<file path="src/rtl/wave_frame_sequencer_pkg.sv">
// Shared types and sizes for the wave mesh sequencer slice.
// Optional watchdog build macro: WAVE_SEQ_WATCHDOG_EN.
package wave_frame_sequencer_pkg;

    localparam int V_WIDTH         = 16;
    localparam int PSI_WIDTH       = 16;
    localparam int SEQ_COUNT_WIDTH = 16;

    // {im, re} so a raw 32-bit load word maps straight onto it
    typedef struct packed {
        logic signed [15:0] im;
        logic signed [15:0] re;
    } complex_t;

    typedef enum logic [1:0] {
        LOAD_POT = 2'd0,
        LOAD_PSI = 2'd1,
        EVOLVE   = 2'd2,
        SCAN     = 2'd3
    } seq_op_e;

    typedef enum logic [2:0] {
        S_IDLE,
        S_LOAD,
        S_KICK,
        S_WAIT,
        S_SCAN_ADDR,
        S_SCAN_HOLD,
        S_FIN
    } seq_state_e;

    function automatic int addr_w(input int n);
        return (n > 1) ? $clog2(n) : 1;
    endfunction

endpackage

</file>
<file path="src/rtl/wave_frame_sequencer_if.sv">
// Host-side command, load and scan streams of the sequencer.
// Optional watchdog build macro: WAVE_SEQ_WATCHDOG_EN.
interface wave_frame_sequencer_if #(
    parameter int MESH_X = 8,
    parameter int MESH_Y = 8
);
    import wave_frame_sequencer_pkg::*;

    localparam int XW = addr_w(MESH_X);
    localparam int YW = addr_w(MESH_Y);

    logic                       cmd_valid;
    logic                       cmd_ready;
    seq_op_e                    cmd_op;
    logic [SEQ_COUNT_WIDTH-1:0] cmd_count;

    logic        ld_valid;
    logic        ld_ready;
    logic [31:0] ld_data;

    logic                 out_valid;
    logic                 out_ready;
    logic [PSI_WIDTH-1:0] out_mag;
    logic [XW-1:0]        out_x;
    logic [YW-1:0]        out_y;
    logic                 out_last;

    modport master (
        output cmd_valid, cmd_op, cmd_count,
        input  cmd_ready,
        output ld_valid, ld_data,
        input  ld_ready,
        input  out_valid, out_mag, out_x, out_y, out_last,
        output out_ready
    );

    modport slave (
        input  cmd_valid, cmd_op, cmd_count,
        output cmd_ready,
        input  ld_valid, ld_data,
        output ld_ready,
        output out_valid, out_mag, out_x, out_y, out_last,
        input  out_ready
    );

endinterface

</file>
<file path="src/rtl/wave_frame_sequencer_raster.sv">
// Raster x/y cell counter shared by the load and scan paths.
// Optional watchdog build macro: WAVE_SEQ_WATCHDOG_EN.
module wave_raster_addr
    import wave_frame_sequencer_pkg::*;
#(
    parameter int MESH_X = 8,
    parameter int MESH_Y = 8,
    localparam int XW = addr_w(MESH_X),
    localparam int YW = addr_w(MESH_Y)
) (
    input  logic          clk,
    input  logic          rst,
    input  logic          clr,
    input  logic          adv,
    output logic [XW-1:0] x,
    output logic [YW-1:0] y,
    output logic          last
);

    localparam logic [XW-1:0] X_MAX = XW'(MESH_X - 1);
    localparam logic [YW-1:0] Y_MAX = YW'(MESH_Y - 1);

    assign last = (x == X_MAX) && (y == Y_MAX);

    // x fastest, wrap by compare so non-power-of-2 meshes work
    always_ff @(posedge clk) begin
        if (rst || clr) begin
            x <= '0;
            y <= '0;
        end else if (adv) begin
            if (x == X_MAX) begin
                x <= '0;
                y <= (y == Y_MAX) ? '0 : y + 1'b1;
            end else begin
                x <= x + 1'b1;
            end
        end
    end

endmodule

</file>
<file path="src/rtl/wave_frame_sequencer.sv">
// Command sequencer owning one wave_mesh's write, enable and read ports.
// Optional frame_done watchdog build macro: WAVE_SEQ_WATCHDOG_EN.
module wave_frame_sequencer
    import wave_frame_sequencer_pkg::*;
#(
    parameter int MESH_X   = 8,
    parameter int MESH_Y   = 8,
    parameter int READ_LAT = 1,
`ifdef WAVE_SEQ_WATCHDOG_EN
    parameter int WDOG_CYCLES = 4096,
`endif
    localparam int XW = addr_w(MESH_X),
    localparam int YW = addr_w(MESH_Y)
) (
    input  logic                       clk,
    input  logic                       rst,
    wave_frame_sequencer_if.slave      host,
    output logic                       mesh_enable,
    output logic                       mesh_pot_we,
    output logic [XW-1:0]              mesh_pot_x,
    output logic [YW-1:0]              mesh_pot_y,
    output logic [V_WIDTH-1:0]         mesh_pot_data,
    output logic                       mesh_psi_we,
    output logic [XW-1:0]              mesh_psi_x,
    output logic [YW-1:0]              mesh_psi_y,
    output complex_t                   mesh_psi_data,
    output logic [XW-1:0]              mesh_read_x,
    output logic [YW-1:0]              mesh_read_y,
    input  logic [PSI_WIDTH-1:0]       mesh_read_magnitude,
    input  logic                       mesh_frame_done,
    output logic                       done,
    output logic [SEQ_COUNT_WIDTH-1:0] frames_run,
    output logic                       err_timeout
);

    localparam int LW = addr_w(READ_LAT + 1);

    seq_state_e                 state_q;
    seq_state_e                 state_d;
    seq_op_e                    op_q;
    logic [SEQ_COUNT_WIDTH-1:0] count_q;
    logic [SEQ_COUNT_WIDTH-1:0] frames_inc;
    logic [LW-1:0]              lat_q;
    logic [XW-1:0]              ax;
    logic [YW-1:0]              ay;
    logic                       a_last;
    logic                       accept;
    logic                       ld_hs;
    logic                       out_hs;
    logic                       frame_hit;
    logic                       lat_done;
    logic                       wdog_hit;

    logic                 cmd_ready_c;
    logic                 ld_ready_c;
    logic                 out_valid_c;
    logic [PSI_WIDTH-1:0] out_mag_c;
    logic [XW-1:0]        out_x_c;
    logic [YW-1:0]        out_y_c;
    logic                 out_last_c;

    assign accept     = (state_q == S_IDLE) && host.cmd_valid;
    assign ld_hs      = (state_q == S_LOAD) && host.ld_valid;
    assign out_hs     = (state_q == S_SCAN_HOLD) && host.out_ready;
    assign frame_hit  = (state_q == S_WAIT) && mesh_frame_done;
    assign frames_inc = (&frames_run) ? frames_run : frames_run + 1'b1;
    assign lat_done   = (lat_q == LW'(READ_LAT - 1));

    wave_raster_addr #(
        .MESH_X (MESH_X),
        .MESH_Y (MESH_Y)
    ) u_addr (
        .clk  (clk),
        .rst  (rst),
        .clr  (accept),
        .adv  (ld_hs || out_hs),
        .x    (ax),
        .y    (ay),
        .last (a_last)
    );

`ifdef WAVE_SEQ_WATCHDOG_EN
    localparam int WW = addr_w(WDOG_CYCLES);

    logic [WW-1:0] wdog_q;

    // cycles spent waiting on the current frame
    always_ff @(posedge clk) begin
        if (rst || state_q != S_WAIT || mesh_frame_done) begin
            wdog_q <= '0;
        end else begin
            wdog_q <= wdog_q + 1'b1;
        end
    end

    assign wdog_hit = (state_q == S_WAIT) && !mesh_frame_done &&
                      (wdog_q == WW'(WDOG_CYCLES - 1));
`else
    assign wdog_hit = 1'b0;
`endif

    assign err_timeout = wdog_hit;

    // state register
    always_ff @(posedge clk) begin
        if (rst) begin
            state_q <= S_IDLE;
        end else begin
            state_q <= state_d;
        end
    end

    // next-state decode
    always_comb begin
        state_d = state_q;
        case (state_q)
            S_IDLE: begin
                if (host.cmd_valid) begin
                    case (host.cmd_op)
                        LOAD_POT, LOAD_PSI: state_d = S_LOAD;
                        EVOLVE: state_d = (host.cmd_count == '0) ?
                                          S_FIN : S_KICK;
                        default: state_d = S_SCAN_ADDR;
                    endcase
                end
            end
            S_LOAD: begin
                if (ld_hs && a_last) begin
                    state_d = S_FIN;
                end
            end
            S_KICK: state_d = S_WAIT;
            S_WAIT: begin
                if (frame_hit) begin
                    state_d = (frames_inc == count_q) ? S_FIN : S_KICK;
                end else if (wdog_hit) begin
                    state_d = S_FIN;
                end
            end
            S_SCAN_ADDR: begin
                if (lat_done) begin
                    state_d = S_SCAN_HOLD;
                end
            end
            S_SCAN_HOLD: begin
                if (out_hs) begin
                    state_d = a_last ? S_FIN : S_SCAN_ADDR;
                end
            end
            S_FIN:   state_d = S_IDLE;
            default: state_d = S_IDLE;
        endcase
    end

    // state-decoded outputs; scan payload only visible while held
    always_comb begin
        cmd_ready_c = 1'b0;
        ld_ready_c  = 1'b0;
        mesh_enable = 1'b0;
        out_valid_c = 1'b0;
        done        = 1'b0;
        out_mag_c   = '0;
        out_x_c     = '0;
        out_y_c     = '0;
        out_last_c  = 1'b0;
        case (state_q)
            S_IDLE: cmd_ready_c = 1'b1;
            S_LOAD: ld_ready_c  = 1'b1;
            S_KICK: mesh_enable = 1'b1;
            S_SCAN_HOLD: begin
                out_valid_c = 1'b1;
                out_mag_c   = mesh_read_magnitude;
                out_x_c     = ax;
                out_y_c     = ay;
                out_last_c  = a_last;
            end
            S_FIN:   done = 1'b1;
            default: ;
        endcase
    end

    assign host.cmd_ready = cmd_ready_c;
    assign host.ld_ready  = ld_ready_c;
    assign host.out_valid = out_valid_c;
    assign host.out_mag   = out_mag_c;
    assign host.out_x     = out_x_c;
    assign host.out_y     = out_y_c;
    assign host.out_last  = out_last_c;
    assign mesh_read_x    = ax;
    assign mesh_read_y    = ay;

    // command latch, frame tally and read-latency timer
    always_ff @(posedge clk) begin
        if (rst) begin
            op_q       <= LOAD_POT;
            count_q    <= '0;
            frames_run <= '0;
            lat_q      <= '0;
        end else begin
            if (accept) begin
                op_q    <= host.cmd_op;
                count_q <= host.cmd_count;
                if (host.cmd_op == EVOLVE) begin
                    frames_run <= '0;
                end
            end else if (frame_hit) begin
                frames_run <= frames_inc;
            end
            lat_q <= (state_q == S_SCAN_ADDR && !lat_done) ?
                     lat_q + 1'b1 : '0;
        end
    end

    // one mesh write per load handshake, presented on the next edge
    always_ff @(posedge clk) begin
        if (rst) begin
            mesh_pot_we   <= 1'b0;
            mesh_pot_x    <= '0;
            mesh_pot_y    <= '0;
            mesh_pot_data <= '0;
            mesh_psi_we   <= 1'b0;
            mesh_psi_x    <= '0;
            mesh_psi_y    <= '0;
            mesh_psi_data <= '0;
        end else begin
            mesh_pot_we <= ld_hs && (op_q == LOAD_POT);
            mesh_psi_we <= ld_hs && (op_q == LOAD_PSI);
            if (ld_hs) begin
                mesh_pot_x    <= ax;
                mesh_pot_y    <= ay;
                mesh_pot_data <= host.ld_data[V_WIDTH-1:0];
                mesh_psi_x    <= ax;
                mesh_psi_y    <= ay;
                mesh_psi_data <= complex_t'(host.ld_data);
            end
        end
    end

endmodule

</file>
<file path="src/flat_wrapper.sv">
// flat-port wrapper written by rule: the top's interface ports become plain ports
module wave_frame_sequencer_flat import wave_frame_sequencer_pkg::*;
#(
    parameter int MESH_X   = 8,
    parameter int MESH_Y   = 8,
    parameter int READ_LAT = 1,

    localparam int XW = addr_w(MESH_X),
    localparam int YW = addr_w(MESH_Y)
)
  (clk, rst, mesh_enable, mesh_pot_we, mesh_pot_x, mesh_pot_y, mesh_pot_data, mesh_psi_we, mesh_psi_x, mesh_psi_y, mesh_psi_data, mesh_read_x, mesh_read_y, mesh_read_magnitude, mesh_frame_done, done, frames_run, err_timeout, host_cmd_valid, host_cmd_op, host_cmd_count, host_cmd_ready, host_ld_valid, host_ld_data, host_ld_ready, host_out_valid, host_out_mag, host_out_x, host_out_y, host_out_last, host_out_ready);
  wave_frame_sequencer_if #(.MESH_X(MESH_X), .MESH_Y(MESH_Y)) host_i ();
  input  logic clk;
  input  logic rst;
  output logic mesh_enable;
  output logic mesh_pot_we;
  output logic [XW-1:0] mesh_pot_x;
  output logic [YW-1:0] mesh_pot_y;
  output logic [V_WIDTH-1:0] mesh_pot_data;
  output logic mesh_psi_we;
  output logic [XW-1:0] mesh_psi_x;
  output logic [YW-1:0] mesh_psi_y;
  output complex_t mesh_psi_data;
  output logic [XW-1:0] mesh_read_x;
  output logic [YW-1:0] mesh_read_y;
  input  logic [PSI_WIDTH-1:0] mesh_read_magnitude;
  input  logic mesh_frame_done;
  output logic done;
  output logic [SEQ_COUNT_WIDTH-1:0] frames_run;
  output logic err_timeout;
  input wire logic [$bits(host_i.cmd_valid)-1:0] host_cmd_valid;
  input wire logic [$bits(host_i.cmd_op)-1:0] host_cmd_op;
  input wire logic [$bits(host_i.cmd_count)-1:0] host_cmd_count;
  output wire logic [$bits(host_i.cmd_ready)-1:0] host_cmd_ready;
  input wire logic [$bits(host_i.ld_valid)-1:0] host_ld_valid;
  input wire logic [$bits(host_i.ld_data)-1:0] host_ld_data;
  output wire logic [$bits(host_i.ld_ready)-1:0] host_ld_ready;
  output wire logic [$bits(host_i.out_valid)-1:0] host_out_valid;
  output wire logic [$bits(host_i.out_mag)-1:0] host_out_mag;
  output wire logic [$bits(host_i.out_x)-1:0] host_out_x;
  output wire logic [$bits(host_i.out_y)-1:0] host_out_y;
  output wire logic [$bits(host_i.out_last)-1:0] host_out_last;
  input wire logic [$bits(host_i.out_ready)-1:0] host_out_ready;
  assign host_i.cmd_valid = host_cmd_valid;
  assign host_i.cmd_op = host_cmd_op;
  assign host_i.cmd_count = host_cmd_count;
  assign host_cmd_ready = host_i.cmd_ready;
  assign host_i.ld_valid = host_ld_valid;
  assign host_i.ld_data = host_ld_data;
  assign host_ld_ready = host_i.ld_ready;
  assign host_out_valid = host_i.out_valid;
  assign host_out_mag = host_i.out_mag;
  assign host_out_x = host_i.out_x;
  assign host_out_y = host_i.out_y;
  assign host_out_last = host_i.out_last;
  assign host_i.out_ready = host_out_ready;
  wave_frame_sequencer #(.MESH_X(MESH_X), .MESH_Y(MESH_Y), .READ_LAT(READ_LAT)) u_core (.clk(clk), .rst(rst), .host(host_i), .mesh_enable(mesh_enable), .mesh_pot_we(mesh_pot_we), .mesh_pot_x(mesh_pot_x), .mesh_pot_y(mesh_pot_y), .mesh_pot_data(mesh_pot_data), .mesh_psi_we(mesh_psi_we), .mesh_psi_x(mesh_psi_x), .mesh_psi_y(mesh_psi_y), .mesh_psi_data(mesh_psi_data), .mesh_read_x(mesh_read_x), .mesh_read_y(mesh_read_y), .mesh_read_magnitude(mesh_read_magnitude), .mesh_frame_done(mesh_frame_done), .done(done), .frames_run(frames_run), .err_timeout(err_timeout));
endmodule
</file>
<file path="config.mk">
export PLATFORM = sky130hd
export DESIGN_NAME = wave_frame_sequencer_flat
export DESIGN_NICKNAME = d
export VERILOG_FILES = /design/src/rtl/wave_frame_sequencer_pkg.sv /design/src/rtl/wave_frame_sequencer_if.sv /design/src/rtl/wave_frame_sequencer_raster.sv /design/src/rtl/wave_frame_sequencer.sv /design/src/flat_wrapper.sv
export SDC_FILE = /design/constraint.sdc
export NUM_CORES = 1
export LEC_CHECK = 0
export CORE_MARGIN = 2
export CORE_UTILIZATION = 35
export CTS_CLUSTER_SIZE = 30
export DETAILED_ROUTE_END_ITERATION = 7
export PLACE_DENSITY_LB_ADDON = 0.2
export SYNTH_ARGS = -nofsm -noshare
export SYNTH_HDL_FRONTEND = slang
export SYNTH_SLANG_ARGS = --single-unit
</file>
<file path="constraint.sdc">
create_clock -name clk -period 3.75 [get_ports clk]
set_input_delay 0.375 -clock clk [delete_from_list [all_inputs] [get_ports clk]]
set_output_delay 0.375 -clock clk [all_outputs]
set_load 0.05 [all_outputs]
</file>
==> results list <==
- Worst r2r src: u_core.state_q[2]
* CTS tree: built
- Fraction of layout cells with a size suffix above 1: 4.51%
- The number of cells on the worst reg-to-reg path is 7.
* Remaining DRCs: 0
- Counting every sink on the clock net gives 84.
- Primary FF master, synth: sky130_fd_sc_hd__dfxtp_1
* Element type at the critical path start: register
- Setup bufs post-CTS: 0
- Synth-to-Final Area Change: 48.8%
* TNS Setup: 0 ns
* Level count of the clock H-tree: 3
* Setup crit end kind: output port
- Averaged over all synthesized cells, the footprint is 7.52 µm².
- The cell sitting at the root of the clock tree is a sky130_fd_sc_hd__clkbuf_16.
- During placement, the flow inserted port buffers numbering 183.
- Switching portion of total power: about two fifths
* Top post-synthesis cells by area: sky130_fd_sc_hd__dfxtp_1, sky130_fd_sc_hd__nand2_1, sky130_fd_sc_hd__a21oi_1
- Count of cell types in the netlist: 47
* Top fanout value on the critical path: 11
- The die is 114 µm wide.
- The initial utilization of the core area, before any placement, comes to 35.4%.
- After detailed routing, the number of vias per cell comes to between 5 and 6.
- Total standard cell area after synthesis: 4220 µm²
* Routed WL: 12900 µm
* Crit Path Category: register to output port
- In the synthesized netlist, the number of instances is 561.
* Utilization of the core after routing: 52.7%
- Count of flip-flops with a built-in enable after synthesis: 0
- Across all register-to-register paths, the minimum setup slack is 0.86 ns.
- Maximum vdd ir drop: 0.000232 V
* Yosys warnings: 0
- Vias: around 4300
- For this run, the post-layout net count is slightly below 800.
* Worst-case hold path end point: u_core.mesh_pot_we
* Worst endpoint data arrival time: 2.59 ns
* Total CTS buffers: 9
- Data on the critical path is required at its endpoint by 3.38 ns.
* 1st-iter DRT viols: around 220
- Final ANT Viol Nets: 0
- Count of endpoints failing setup in the final report: 0
- Async set-or-reset flop fraction in the synthesized netlist: 0%
- Number of global-route vias before repair: 3902
* Part of the power in the clock network: 27.4%
- Total iterations of the first detailed-routing run: 7
- Achievable clock frequency: 337 MHz
- The number of antenna violations at the first check in global routing is 0.
- Part of the power in registers: 34.7%
- Antenna Diode Count: 0
- The hold violation total from the final report is 0.
- Routability-driven placement finished with a final weighted congestion of 0.892.
- Total of cells resized after clock tree synthesis: 0
* Share of the clock period used by the worst path after layout: 79.1%
- Chip height: 114 µm
* Final critical path time including I/O delays and setup: 2.97 ns
- Wire length of the first global-routing pass: 19900 µm
- Class of the worst hold path: register to register
* Die Area: 12900 µm²
- Hold buffer count at CTS: 0
* Share of the synthesized area in the top cell type: 39.9%
* Register clock-pin slew on the reported worst setup and hold paths: approximately 0.060 ns
- Part of the Yosys area used for sequential elements: between 30 and 40%
- Slew Limit Fails: 0
* Unrepaired setup endpoints after global routing: no
- Standby leakage power: 2.32 nW
* Global Route Usage Sum: around a fifth
* Min-delay src: u_core.op_q[0]
* Number of max-capacitance violations reported: 0
- In this run the core area contains 40 standard-cell rows.
- Clock insertion delay at the later pin of the skew report: around 0.33 ns
- The synthesized design spends more area on one cell type than any other, namely sky130_fd_sc_hd__dfxtp_1.
- R2R Path End: u_core.frames_run[1]
- Area of the core region: 11900 µm²
* Final global-route overflow total: 0
- The internal power of the cells totals around 2 mW.
* Share of power burned in combinational logic: 38.0%
* Switching power summed over all nets: roughly 1.3 mW
- Result of the run: finished, final reports clean
- At the pin with the least slew margin, the transition time is 0.967 ns.
- After synthesis the netlist holds a flip-flop and latch count of 84.
* Pin count of the biggest net entering global routing: 79
- Along the worst hold path, the cell count comes to 1.
* Final HPWL DP: 9530 µm
- The clock passes through at most 2 buffers.
- Ports: around 190
- Power per cell area: 521 nW/µm²
- After detailed routing, the average wire length per cell comes to ~15 µm.
- Across the routed clock network, the largest skew measured is roughly 0.004 ns.
- Measured against its own limit, the worst slew margin works out to approximately 35%.
## worst max path at each step
stage,startpoint,to,cells past startpoint
after global placement,u_core.state_q[2],u_core.frames_run[1],7
final,u_core.state_q[0],host_out_last,4
after global routing,u_core.state_q[2],u_core.frames_run[1],7
after detailed placement,u_core.state_q[2],u_core.frames_run[1],7
after floorplan,u_core.state_q[0],u_core.mesh_psi_data[25],7
after CTS,u_core.state_q[0],host_out_last,4
## area by class of cell
| class | instances | area [µm²] |
|---|---|---|
| Clock buffer | 11 | 243 |
| Timing Repair Buffer | 191 | 1890 |
| Tap cell | 147 | 184 |
| Multi-Input combinational cell | 415 | 2210 |
| Inverter | 3 | 11.3 |
| Clock inverter | 5 | 61.3 |
| Sequential cell | 84 | 1680 |
| Fill cell | 1151 | 5630 |
## critical path, cell delays in order, from the launching register on
cell	delay, ns
sky130_fd_sc_hd__dfxtp_1	0.48
sky130_fd_sc_hd__nor2b_1	0.52
sky130_fd_sc_hd__and2_1	0.25
sky130_fd_sc_hd__and3_1	0.20
sky130_fd_sc_hd__clkdlybuf4s50_1	0.81
## registers in the layout, summed over array words and instances (netlist names)
register,count
u_core.mesh_pot_data,16
u_core.u_addr.x,3
u_core.op_q,2
u_core.u_addr.y,3
u_core.mesh_pot_we,1
u_core.mesh_psi_we,1
u_core.mesh_pot_y,3
u_core.mesh_pot_x,3
u_core.mesh_psi_data,16
u_core.lat_q,1
u_core.state_q,3
u_core.frames_run,16
u_core.count_q,16
## power groups by stage
stage	logic (mW)	registers [mW]	clock network [mW]
floorplan	0.762	1.24	0
global placement	1.23	1.15	0
detailed placement	1.24	1.16	0
CTS	1.25	1.13	0.917
global route	1.34	1.16	0.953
finish	1.24	1.13	0.895
## logic make-up after synthesis
kind of cell | synth area share, %
other | 0.0889
muxes | 1.93
DFF | 39.9
xor gates and xnor gates | 4.57
and+or+nand+nor | 28.8
adders and majority gates | 1.48
AOI/OAI and AO/OA | 15.4
buffers and inverters | 7.83
## cell usage in the layout (no fill, tap or decap), types with 3 or more instances in the layout
cell / instances
sky130_fd_sc_hd__clkinv_4: 3
sky130_fd_sc_hd__nor4_1: 7
sky130_fd_sc_hd__and2_1: 3
sky130_fd_sc_hd__o21ai_0: 12
sky130_fd_sc_hd__or3_1: 3
sky130_fd_sc_hd__nor3_1: 18
sky130_fd_sc_hd__clkbuf_16: 9
sky130_fd_sc_hd__o2111ai_1: 4
sky130_fd_sc_hd__xnor2_1: 13
sky130_fd_sc_hd__nand3_1: 9
sky130_fd_sc_hd__ha_1: 5
sky130_fd_sc_hd__inv_1: 3
sky130_fd_sc_hd__buf_4: 8
sky130_fd_sc_hd__mux2i_1: 7
sky130_fd_sc_hd__dfxtp_1: 84
sky130_fd_sc_hd__nand2_1: 136
sky130_fd_sc_hd__clkdlybuf4s50_1: 182
sky130_fd_sc_hd__xor2_1: 9
sky130_fd_sc_hd__and3_1: 24
sky130_fd_sc_hd__nor2_1: 38
sky130_fd_sc_hd__nand4_1: 7
sky130_fd_sc_hd__nand2b_1: 4
sky130_fd_sc_hd__or4_1: 3
sky130_fd_sc_hd__a21oi_1: 83
## cell usage after synthesis, types with 4 or more instances
cell type / count
sky130_fd_sc_hd__nand2_1: 136
sky130_fd_sc_hd__dfxtp_1: 84
sky130_fd_sc_hd__a21oi_1: 83
sky130_fd_sc_hd__nor2_1: 38
sky130_fd_sc_hd__clkbuf_1: 30
sky130_fd_sc_hd__and3_1: 24
sky130_fd_sc_hd__buf_4: 23
sky130_fd_sc_hd__nor3_1: 18
sky130_fd_sc_hd__xnor2_1: 13
sky130_fd_sc_hd__o21ai_0: 12
sky130_fd_sc_hd__nand3_1: 9
sky130_fd_sc_hd__xor2_1: 9
sky130_fd_sc_hd__mux2i_1: 7
sky130_fd_sc_hd__nand4_1: 7
sky130_fd_sc_hd__nor4_1: 7
sky130_fd_sc_hd__ha_1: 5
sky130_fd_sc_hd__nand2b_1: 4
sky130_fd_sc_hd__o2111ai_1: 4
## per-layer routing
metal / GRT usage [%] / vias to the layer above / part of all wire [%] / wire length [µm]
met5: 0 / - / 0 / 0
met2: 31.1 / 168 / 48 / 6180
met3: 3.99 / 11 / 7.7 / 998
met4: 6.99 / 0 / 1.5 / 193
li1: - / 2173 / - / -
met1: 25.0 / 1986 / 43 / 5560
## per-stage QoR
step | total power [mW] | worst slack (ns) | cells | hold WS (ns) | cell area (µm²)
3_5_place_dp | 2.40 | 0.833 | 840 | 0.443 | 5970
2_1_floorplan | 2.00 | 0.835 | 562 | 0.416 | 4220
3_3_place_gp | 2.38 | 0.870 | 840 | 0.435 | 5970
4_1_cts | 3.30 | 0.772 | 856 | 0.449 | 6280
6_report | 3.27 | 0.783 | 856 | 0.444 | 6280
5_1_grt | 3.45 | 0.422 | 856 | 0.471 | 6280
(Power assumes the default switching activity.)
